==> config.mk <==
export PLATFORM = sky130hd
export DESIGN_NAME = i2s_tx
export DESIGN_NICKNAME = d
export VERILOG_FILES = /design/src/rtl/audio_pkg.sv /design/src/rtl/i2s_clk_gen.sv /design/src/rtl/i2s_tx.sv
export SDC_FILE = /design/constraint.sdc
export NUM_CORES = 1
export LEC_CHECK = 0
export CAP_MARGIN = 20
export CORE_ASPECT_RATIO = 1.2
export CORE_UTILIZATION = 30
export CTS_CLUSTER_SIZE = 16
export DETAILED_ROUTE_END_ITERATION = 6
export PLACE_DENSITY = 0.48
export SETUP_SLACK_MARGIN = 0.2
export SYNTH_ARGS = -nofsm -noshare
export SYNTH_HDL_FRONTEND = slang
export SYNTH_SLANG_ARGS = --single-unit
==> constraint.sdc <==
create_clock -name clk -period 9.3 [get_ports clk]
set_input_delay 0.93 -clock clk [delete_from_list [all_inputs] [get_ports clk]]
set_output_delay 0.93 -clock clk [all_outputs]
set_load 0.02 [all_outputs]
==> src/rtl/audio_pkg.sv <==
// audio_pkg: shared fixed-point sample format for the audio processing chain
package audio_pkg;
  localparam int FXP_SIZE = 16;
  localparam int FXP_FRAC = 12;
  typedef logic signed [FXP_SIZE-1:0] sample_t;
endpackage

==> src/rtl/i2s_clk_gen.sv <==
// i2s_clk_gen: BCLK divider and frame bit counter with fall/load strobes
module i2s_clk_gen #(
  parameter int SLOT_BITS = 32,
  parameter int BCLK_DIV = 4,
  localparam int BW = $clog2(2 * SLOT_BITS),
  localparam int DW = $clog2(BCLK_DIV)
) (
  input  logic          clk,
  input  logic          rst,
  output logic          o_bclk,
  output logic [BW-1:0] o_bit_nxt,
  output logic          o_bclk_fall,
  output logic          o_frame_load
);
  logic [DW-1:0] div_q, div_d;
  logic [BW-1:0] bit_q;
  logic bclk_q, bclk_d, wrap;
  // strobes describe what the coming clk edge does; o_bit_nxt is the bit count after it
  always_comb begin
    wrap = div_q == DW'(BCLK_DIV - 1);
    o_bclk_fall = wrap & bclk_q;
    o_frame_load = o_bclk_fall & (bit_q == BW'(2 * SLOT_BITS - 1));
    div_d = wrap ? '0 : div_q + 1'b1;
    bclk_d = bclk_q ^ wrap;
    o_bit_nxt = o_frame_load ? '0 : o_bclk_fall ? bit_q + 1'b1 : bit_q;
  end
  // divider, bit clock and bit counter state
  always_ff @(posedge clk or negedge rst) begin
    if (!rst) begin
      div_q <= '0;
      bclk_q <= 1'b0;
      bit_q <= '0;
    end else begin
      div_q <= div_d;
      bclk_q <= bclk_d;
      bit_q <= o_bit_nxt;
    end
  end
  assign o_bclk = bclk_q;
endmodule

==> src/rtl/i2s_tx.sv <==
// i2s_tx: mono sample holding register and I2S frame serializer
module i2s_tx #(
  parameter int FXP_SIZE = 16,
  parameter int SLOT_BITS = 32,
  parameter int BCLK_DIV = 4
) (
  input  logic                clk,
  input  logic                rst,
  input  logic                i_valid,
  input  logic [FXP_SIZE-1:0] i_sample,
  output logic                o_frame_start,
  output logic                o_underrun,
  output logic                o_bclk,
  output logic                o_lrclk,
  output logic                o_sdata
);
  import audio_pkg::*;
  localparam int BW = $clog2(2 * SLOT_BITS);
  localparam int IW = $clog2(FXP_SIZE);
  logic bclk_fall, frame_load;
  logic [BW-1:0] bit_nxt;
  logic [FXP_SIZE-1:0] hold_q, hold_d, frame_q, frame_d;
  logic fresh_q, fresh_d, fs_q, ur_q, lr_q, lr_d, sd_q, sd_d;
  logic [IW-1:0] idx;
  int p;
  i2s_clk_gen #(
    .SLOT_BITS(SLOT_BITS),
    .BCLK_DIV(BCLK_DIV)
  ) u_clk_gen (
    .clk(clk),
    .rst(rst),
    .o_bclk(o_bclk),
    .o_bit_nxt(bit_nxt),
    .o_bclk_fall(bclk_fall),
    .o_frame_load(frame_load)
  );
  // a load takes the old hold value; a coincident sample waits for the next frame
  always_comb begin
    hold_d = i_valid ? i_sample : hold_q;
    fresh_d = i_valid | (fresh_q & ~frame_load);
    frame_d = frame_load ? hold_q : frame_q;
    p = int'(bit_nxt) % SLOT_BITS;
    idx = IW'(FXP_SIZE - p);
    lr_d = bclk_fall ? (int'(bit_nxt) >= SLOT_BITS) : lr_q;
    sd_d = bclk_fall ? ((p >= 1 && p <= FXP_SIZE) & frame_d[idx]) : sd_q;
  end
  // sample path, frame pulses and registered pin drivers
  always_ff @(posedge clk or negedge rst) begin
    if (!rst) begin
      hold_q <= '0;
      frame_q <= '0;
      fresh_q <= 1'b0;
      fs_q <= 1'b0;
      ur_q <= 1'b0;
      lr_q <= 1'b0;
      sd_q <= 1'b0;
    end else begin
      hold_q <= hold_d;
      frame_q <= frame_d;
      fresh_q <= fresh_d;
      fs_q <= frame_load;
      ur_q <= frame_load & ~fresh_q;
      lr_q <= lr_d;
      sd_q <= sd_d;
    end
  end
  assign o_frame_start = fs_q;
  assign o_underrun = ur_q;
  assign o_lrclk = lr_q;
  assign o_sdata = sd_q;
endmodule

==> impl_results.md, run 1 <==
- Max Root-Sink Buffers: 2
- LEAKAGE: about 0.0011 µW
- Hold/Removal Path Class: flop to flop
- Setup CP Type: flop to flop
- Tmin final: approximately 3500 ps
- Worst-Skew Late Latency: between 200 and 300 ps
- Distinct cells, synth: between 40 and 50
- First-pass GRT wire length: about 6.7 mm
- Ant diodes: 0
- Pin count of the biggest net entering global routing: 47
- Post-layout util: 37.15%
- RSZ-0062 raised after global routing: false
- Largest family of logic cells by synthesized area: simple AND/OR/NAND/NOR gates
- Synth Flop Type: dfrtp_1
- Crit path required time: ~9500 ps
- 1st-pass router iterations: 4
- Final setup fails: 0
- WL final: roughly 3.9 mm
- Largest fanout on the critical path: 29
- Layout Nets: 235
- Via Count: about 1400
- CP Capture Type: flop
- Fmax: 0.2889 GHz
- Root Buffer: clkbuf_8
- Initial Utilization: 31.23%
- Number of synthesized flops with an enable pin: 0
- Worst-path cell chain: ha_1 -> ha_1 -> and4_1 -> nand2_4 -> and2_1 -> inv_1 -> ha_1 -> xor3_1 -> mux4_2 -> nor3_2 -> a211oi_2
- Die area: approximately 7500 µm²
- Synthesized area per cell: 11.33 µm²
- Antenna violations before repair: 0
- Final worst-path cycle share: 37.22%
- Pwr dens: 140.1 nW/µm²
- Worst-path clk slew: around 80 ps
- Area share of and/or/nand/nor cells after synthesis: 15.84%
- Internal Power: ~280 µW
- Final hold violations: 0
- Mapped Area: between 2000 and 2500 µm²
- Post-synth top area share: between 50% and 60%
- Crit path launch: u_clk_gen.div_q[0]$_DFF_PN0_
- Post-synthesis xor/xnor area fraction: 3.624%
- Die H: ~95 µm
- GPL Wtd Cong: slightly above 0.7
- Post-Synth Adder-Cell Area: ~2.9%
- Hold_buf cts: 0
- DRC viols: 0
- Worst Path Arrival: about 3600 ps
- CTS Buf Count: 5
- Worst slew pin tran: 802.2 ps
- GRT Util Overall: a little under an eighth
- Io pins: 24
- Setup tns final: 0 ps
- Status: completed
- Synthesized instance count: ~190
- Layout cells sized above 1: between 15 and 20%
- Max VDD drop: around 0.056 mV
- Reg2Reg Launch Point: u_clk_gen.div_q[0]$_DFF_PN0_
- Site Rows: 33
- Largest cells by area after synthesis: dfrtp_1 (54%), mux2_2 (10%), nand2_1 (8.4%)
- Post-CTS Resized: 0
- Vias in the first global route: between 1000 and 1500
- Flops & latches, synth: 46
- Slowest cell on crit path: mux4_2
- Flop pwr share: around 59%
- Fraction of registers with async set/reset: 100.0%
- Post-synthesis mux area share: 14.85%
- Switching Fraction: around a fifth
- WL/cell: between 10 and 15 µm
- PortBufs: 23
- Rel. slew slack: between 40% and 50%
- Crit path largest cell delay: ~540 ps
- DPL Wire Length: between 2 and 3 mm
- CTS tree: built
- Combinational Power Share: under 10%
- Layout overhead on the synthesized area: 18.94%
- Die X: between 70 and 80 µm
- H-tree depth: 2
- Clock Sink Count: 46
- Clock Skew: between 4 and 5 ps
- Most frequent CP cell: ha_1
- CORE AREA: 6854 µm²
- Reg-to-Reg End: o_sdata$_DFFE_PN0N_
- Complex-gate fraction of the synthesized area: between 6 and 7%
- Vias/cell: roughly 4.6
- Net Switching: between 70 and 80 µW
- Clock network fraction of total power: roughly a third
- Post-synth top area cell: dfrtp_1
- Post CTS Setup Buffer Count: 0
- Post-synthesis net count: 213
- DR iter-0 viols: 31
- Remaining Overflow, GRT: 0
- CP Launch Type: flop
- Max Slew Vio Count: 0
- Cell count of the worst reg-to-reg path: 11
- Critical path endpoint: o_sdata$_DFFE_PN0N_
- Post-synthesis sequential area ratio: between 50% and 60%
- Routed Antenna Nets: 0
- Register-to-register setup slack: approximately 6000 ps
- Synthesis Warnings: 0
- Max-Cap Viols: 0
-- how the worst min path moves through the flow --
| stage | end | depth (start not counted) | slack (ps) | startpoint |
|---|---|---|---|---|
| 3_5_place_dp | o_underrun$_DFF_PN0_ | 1 | 420 | fresh_q$_DFF_PN0_ |
| 2_1_floorplan | o_underrun$_DFF_PN0_ | 1 | 400 | fresh_q$_DFF_PN0_ |
| 5_1_grt | u_clk_gen.div_q[0]$_DFF_PN0_ | 1 | 470 | u_clk_gen.div_q[0]$_DFF_PN0_ |
| 4_1_cts | o_underrun$_DFF_PN0_ | 1 | 440 | fresh_q$_DFF_PN0_ |
| 6_report | o_underrun$_DFF_PN0_ | 1 | 430 | fresh_q$_DFF_PN0_ |
| 3_3_place_gp | u_clk_gen.div_q[0]$_DFF_PN0_ | 1 | 420 | u_clk_gen.div_q[0]$_DFF_PN0_ |
-- routing by layer --
layer	global-route usage, %	vias to the layer above	share of wire [%]
li1	-	689	-
met1	14.63	675	49
met2	19.47	17	48
met3	3.575	4	2.7
met4	4.091	0	0.90
met5	0	-	0
-- logic make-up (layout without fill, tap and decap cells) --
family | Yosys count | in the layout
flip-flops | 46 | 46
multiplexers | 28 | 28
buffers and inverters | 12 | 35
adder cells (fa/ha/maj) | 5 | 5
XOR/XNOR | 5 | 5
AND/OR/NAND/NOR | 74 | 74
AO/OA/AOI/OAI | 19 | 19
-- final cells by class --
cell class / instances / area [µm²]
Sequential cell: 46 / 1151
Fill cell: 723 / 4308
Inverter: 3 / 12.51
Clock buffer: 7 / 86.33
Tap cell: 87 / 108.9
Timing Repair Buffer: 24 / 252.7
Multi-Input combinational cell: 131 / 929.6
Clock inverter: 1 / 5.005
-- critical path, delay by kind of cell (launching register included) --
family	cells	cell delay, ps
compound gates	1	60
fa+ha+maj	3	860
xor+xnor	1	360
mux	1	540
simple gates	4	1080
buf+inv	1	60
flops	1	360
-- synthesized netlist by cell type, drive strengths merged, types with 2 or more instances --
master and number:
a211oi 3, a21oi 3, and2 2, buf 4, clkbuf 5, dfrtp 46, ha 5, inv 2
mux2 20, mux2i 7, nand2 49, nand3 5, nand4 3, nor2 5, nor3 2, o21ai 7
or3 2, xor2 3
-- cells in the final DEF, fill, tap and decap left out, types with 3 or more instances in the layout --
cell type / instances
a21oi_1: 3
nand4_1: 3
mux2i_1: 7
nand2_1: 48
o21ai_0: 4
nand3_1: 5
ha_1: 5
dfrtp_1: 46
clkdlybuf4s50_1: 22
o21ai_1: 3
nor2_1: 5
mux2_2: 19
clkbuf_8: 6
-- power groups by stage --
stage                     Sequential [µW]  Combinational [µW]  Clock, µW
after floorplan                       214                8.54          0
after global placement                215                20.5          0
after detailed placement              215                20.7          0
after CTS                             211                20.8        131
after global routing                  212                23.9        141
final                                 211                21.5        125
-- registers in the layout (all words and copies together) (netlist names) --
signal and cells:
o_lrclk 1, frame_q 16, o_underrun 1, o_sdata 1
u_clk_gen.o_bclk 1, o_frame_start 1, u_clk_gen.div_q 2, hold_q 16
fresh_q 1, u_clk_gen.bit_q 6
-- through the flow --
step                hold WS [ps]  total power (µW)  area, µm²  setup WS, ps  instances
finish                     434.2             356.8       2546          5838        299
global route               469.9             376.3       2546          5504        299
CTS                        438.3             362.7       2519          5794        298
detailed placement         420.9             235.5       2427          5811        290
floorplan                  404.0             222.1       2141          5953        189
global placement           417.0             235.5       2427          5921        290
No activity file was read; power rests on OpenSTA's default activity.
==> run 2: changes to the inputs <==
--- a/config.mk
+++ b/config.mk
@@ -10,7 +10,7 @@
 export CORE_UTILIZATION = 30
 export CTS_CLUSTER_SIZE = 16
 export DETAILED_ROUTE_END_ITERATION = 6
-export PLACE_DENSITY = 0.48
+export PLACE_DENSITY = 0.5
 export SETUP_SLACK_MARGIN = 0.2
 export SYNTH_ARGS = -nofsm -noshare
 export SYNTH_HDL_FRONTEND = slang
==> constraint.sdc (replaced) <==
create_clock -name clk -period 2.8 [get_ports clk]
set_input_delay 0.28 -clock clk [delete_from_list [all_inputs] [get_ports clk]]
set_output_delay 0.28 -clock clk [all_outputs]
set_load 0.02 [all_outputs]
==> run 2 against run 1 <==
  * Worst setup slack got worse by 5600 ps
  * Critical path type unchanged
  * Global-route usage rose by 0.13 points
  * Via count grew 2.2%
  * Sequential cell count stayed put
  * Routed wire length increased by 2.0%
  * Critical endpoint unchanged
  * Hold slack lost 92 ps
  * Cell area rose by 4.9%
  * Utilization grew 1.8 points
  * Power increased to 3.4 times the previous value
  * Final cell count is 3.0% higher
==> impl_results.md, run 2 (same netlist as run 1, synthesis figures left out) <==
- Status: completed
- Worst Path Arrival: 2740 ps
- Max Slew Vio Count: 0
- Worst-Skew Late Latency: 300 ps
- Post-layout util: 38.97%
- Overall power: 1196 µW
- Commonest non-fill, non-tap cell in the layout: nand2_1
- PortBufs: 23
- GRT Util Overall: 11.95%
- CTS tree: built
- Clock Sink Count: 46
- Hold/Removal Path Class: input pin to async pin
- CP Launch Type: flop
- Pin count of the biggest net entering global routing: 47
- DR iter-0 viols: just over 80
- Remaining Overflow, GRT: 0
- CP Capture Type: flop
- Worst slew pin tran: 775.5 ps
- Crit path largest cell delay: roughly 520 ps
- Max Root-Sink Buffers: 2
- PnR worst setup slack: between 200 and 250 ps
- Flop pwr share: between 50% and 60%
- Final Instance Area: ~2700 µm²
- WL final: 3.955 mm
- H-tree depth: 2
- CORE AREA: 6854 µm²
- Internal Power: around 930 µW
- 1st-pass router iterations: 6
- GPL Wtd Cong: just over 0.7
- Via Count: 1415
- Die X: 79.12 µm
- Largest fanout on the critical path: 7
- CTS Buf Count: 5
- Vias in the first global route: between 1000 and 1500
- Combinational Power Share: under 10%
- Pwr dens: approximately 450 nW/µm²
- Crit path buffers/inverters: 1
- First-pass GRT wire length: just under 7 mm
- Vias/cell: about 4.6
- Io pins: 24
- Switching Fraction: between 20% and 30%
- Ant diodes: 0
- Commonest non-fill, non-tap cells in the layout: nand2_1 (47), dfrtp_1 (46), clkdlybuf4s50_1 (22)
- DRC viols: 0
- Clock network fraction of total power: 35.5%
- Rel. slew slack: around 48%
- Layout Nets: 244
- Final setup fails: 0
- Worst-path clk slew: roughly 90 ps
- WL/cell: around 13 µm
- Fmax: slightly below 0.4 GHz
- Initial Utilization: between 30% and 40%
- LEAKAGE: roughly 0.0012 µW
- Multi-input gate area: around 1000 µm²
- Die area: roughly 7500 µm²
- Layout overhead on the synthesized area: 24.78%
- Worst-path cell chain: ha_4 -> ha_4 -> and4_4 -> nand2_4 -> and2_4 -> inv_2 -> ha_4 -> xor3_2 -> mux4_2 -> nor3_2 -> a211oi_2
- Site Rows: 33
- Crit-path leading delay family: simple AND/OR/NAND/NOR gates
- Setup WS pre-CTS: ~130 ps
- Max VDD drop: 0.2575 mV
- Final worst-path cycle share: 91.64%
- RSZ-0062 raised after global routing: true
- Crit path required time: 2980 ps
- Routed Antenna Nets: 0
- Die H: ~95 µm
- Clock Skew: slightly above 7 ps
- Max-Cap Viols: 0
- DPL Wire Length: between 2 and 3 mm
- Setup CP Type: flop to flop
- Slowest cell on crit path: mux4_2
- Final hold violations: 0
- Antenna violations before repair: 0
- Net Switching: 264.9 µW
- Layout cells sized above 1: roughly a quarter
- Setup tns final: 0 ps
- # fillers: between 700 and 800
- Tmin final: about 2600 ps
- Most frequent CP cell: ha_4
- Placement-stage cell area: ~2500 µm²
- Root Buffer: clkbuf_8
- Largest regs: frame_q x16, hold_q x16, u_clk_gen.bit_q x6
- Register Area: approximately 1200 µm²
==> run 2: cell type report <==
cell class	count	share of cell area (%)
Timing Repair Buffer	33	11.80
Multi-Input combinational cell	131	37.00
Tap cell	87	4.075
Sequential cell	46	43.09
Clock inverter	2	0.4684
Inverter	3	0.4684
Clock buffer	6	3.091
==> run 2: final timing paths <==
check                                             start                       to  slack [ps]  depth (start not counted)
max                        u_clk_gen.div_q[0]$_DFF_PN0_      o_sdata$_DFFE_PN0N_         230                         11
min                                                 rst  o_frame_start$_DFF_PN0_         340                          2
max reg2reg                u_clk_gen.div_q[0]$_DFF_PN0_      o_sdata$_DFFE_PN0N_         230                         11
min reg2reg                           fresh_q$_DFF_PN0_     o_underrun$_DFF_PN0_         430                          1
max in group asynchronous                           rst     frame_q[4]$_DFF_PN0_        2000                          3
min in group clk                      fresh_q$_DFF_PN0_     o_underrun$_DFF_PN0_         430                          1
==> run 2: metrics by stage <==
step                std cells  hold WS, ps
floorplan                 189       -15.59
global placement          296        420.8
detailed placement        296        427.1
CTS                       304        190.4
global route              308        338.3
finish                    308        342.0
==> run 2: power by group through the flow <==
stage / Sequential [µW] / Clock (µW) / Combinational, µW
after CTS: 701 / 441 / 68.8
after global placement: 714 / 0 / 67.7
after detailed placement: 714 / 0 / 68.7
after global routing: 704 / 464 / 78.7
after floorplan: 709 / 0 / 28.4
final: 700 / 425 / 70.7
==> run 2: repair_timing <==
item,in CTS,in global routing
buffers inserted,0,2
resized for setup,2,5
pin swaps,0,2
hold buffers,0,1
endpoints found under the setup margin,1,1
endpoints found under the hold margin,0,5
==> run 2: metal layers <==
layer / up-vias / GRT usage (%) / wire length [µm]
met5: - / 0 / 0
met4: 0 / 6.364 / 94
met3: 7 / 2.126 / 85
met2: 21 / 18.75 / 1950
met1: 686 / 15.65 / 1825
li1: 701 / - / -
==> run 3: changes to the inputs <==
--- a/config.mk
+++ b/config.mk
@@ -7,6 +7,7 @@
 export LEC_CHECK = 0
 export CAP_MARGIN = 20
 export CORE_ASPECT_RATIO = 1.2
+export CORE_MARGIN = 2
 export CORE_UTILIZATION = 30
 export CTS_CLUSTER_SIZE = 16
 export DETAILED_ROUTE_END_ITERATION = 6
==> run 3 against run 2 <==
  * Sequential share of layout area down 0.87 points
  * Critical path depth down 2
  * Register-to-register slack better by 100 ps
  * Clock power down 6.1%
  * Critical endpoint unchanged
  * Largest power group unchanged
  * Utilization up 0.80 points
  * Largest cell class unchanged
  * Cell area up 2.1%
  * Maximum frequency up 4.1%
  * Power down 2.2%
==> impl_results.md, run 3 (same netlist as run 1, synthesis figures left out) <==
- Remaining Overflow, GRT: 0
- Hold/Removal Path Class: flop to flop
- PnR worst setup slack: 335.6 ps
- Worst-path clk slew: about 80 ps
- Worst slew pin tran: ~810 ps
- PortBufs: 23
- Final setup fails: 0
- Worst Path Arrival: 2640 ps
- Initial Utilization: about 31%
- Vias/cell: ~4.6
- Worst-Skew Late Latency: just under 300 ps
- Largest regs: frame_q x16, hold_q x16, u_clk_gen.bit_q x6
- Commonest non-fill, non-tap cell in the layout: nand2_1
- GPL Wtd Cong: 0.7636
- Die X: ~81 µm
- WL/cell: 13.50 µm
- Crit path required time: just under 3000 ps
- Layout overhead on the synthesized area: 27.35%
- First-pass GRT wire length: around 7.3 mm
- Root Buffer: clkbuf_8
- Routed Antenna Nets: 0
- H-tree depth: 2
- Antenna violations before repair: 0
- Final hold violations: 0
- Vias in the first global route: about 1500
- Layout cells sized above 1: between 20 and 30%
- DRC viols: 0
- Met3 WL: between 80 and 90 µm
- # fillers: ~730
- Rel. slew slack: between 40% and 50%
- Die H: a little under 100 µm
- Max Slew Vio Count: 0
- Die area: 7830 µm²
- Pin count of the biggest net entering global routing: 47
- CTS Buf Count: 5
- CTS tree: built
- Setup CP Type: flop to flop
- Max VDD drop: 0.2158 mV
- Status: completed
- Setup tns final: 0 ps
- Via Count: about 1500
- CP Launch Type: flop
- Final worst-path cycle share: ~90%
- Max-Cap Viols: 0
- Commonest non-fill, non-tap cells in the layout: nand2_1 (48), dfrtp_1 (46), clkdlybuf4s50_1 (22)
- Tmin final: about 2500 ps
- 1st-pass router iterations: 3
- Site Rows: 33
- Metal-1 WL: about 2.0 mm
- Layout Nets: about 250
- Max layer used: met4
- Setup WS pre-CTS: about 160 ps
- Max Root-Sink Buffers: 2
- GRT Util Overall: approximately 12%
- CORE AREA: 6854 µm²
- Clock Sink Count: 46
- DPL Wire Length: approximately 2.8 mm
- Fmax: ~0.41 GHz
- Metal2 WL: roughly 2.1 mm
- Clock Skew: around 5.3 ps
- WL final: ~4.2 mm
- Io pins: 24
- Pwr dens: around 430 nW/µm²
- LEAKAGE: between 0.001 and 0.0015 µW
- DR iter-0 viols: 61
- RSZ-0062 raised after global routing: false
- Largest fanout on the critical path: 7
- Ant diodes: 0
- CP Capture Type: flop
## run 3: changes by cell type in the layout (fill, tap and decap cells not counted), sizes merged
cell,change
buf,+7
clkinvlp,-1
clkinv,-1
## run 3: final timing paths
check                                              from                endpoint  slack, ps  cells past startpoint
min                                   fresh_q$_DFF_PN0_    o_underrun$_DFF_PN0_        430                      1
min reg2reg                           fresh_q$_DFF_PN0_    o_underrun$_DFF_PN0_        430                      1
max in group asynchronous                           rst   hold_q[8]$_DFFE_PN0P_       1820                      3
min in group asynchronous                           rst  hold_q[15]$_DFFE_PN0P_        480                      2
max                        u_clk_gen.div_q[0]$_DFF_PN0_     o_sdata$_DFFE_PN0N_        340                      9
max reg2reg                u_clk_gen.div_q[0]$_DFF_PN0_     o_sdata$_DFFE_PN0N_        340                      9
## run 3: final cells by class
type	count	area, µm²	area share [%]
flip-flops and latches	46	1151	42.22
multi-input cells	131	996.0	36.53
repair buffers	40	375.4	13.77
well taps	87	108.9	3.993
clock buffers	6	82.58	3.029
inverters	3	12.51	0.4589
## run 3: worst max-delay path: stages (launching register included)
cell,delay [ps]
dfrtp_1,390
ha_2,210
ha_4,180
buf_4,150
or3_1,410
a211oi_4,260
a21oi_1,120
or3_1,330
a31oi_1,230
a211oi_2,70
## run 3: per-layer routing
metal,up-vias,GRT usage [%]
met1,714,15.46
met2,15,20.39
li1,716,-
met5,-,0
met3,5,2.230
met4,0,5.085
## run 3: per-stage QoR
step | cell area, µm² | instances | utilization, % | hold WS [ps] | total power, µW
final | 2726 | 313 | 39.78 | 433.9 | 1170
after global routing | 2726 | 313 | 39.78 | 460.7 | 1225
after CTS | 2661 | 309 | 38.83 | 211.5 | 1187
after detailed placement | 2511 | 297 | 36.64 | 420.8 | 783.6
after global placement | 2511 | 297 | 36.64 | 419.0 | 781.6
after floorplan | 2192 | 189 | - | -15.59 | 737.6
## run 3: where the power goes
group	leakage [µW]	internal, µW	switching, µW
clock network	0.0000431	191	208
logic	0.000600	45.5	25.2
registers	0.000587	687	13.8
total	0.00123	923	247
## run 3: what timing repair did
action	in CTS	in global routing
pin swaps	8	2
buffers inserted	6	2
hold buffers	0	1
hold endpoints to repair	0	19
gates resized for setup	5	4
setup endpoints to repair	1	1
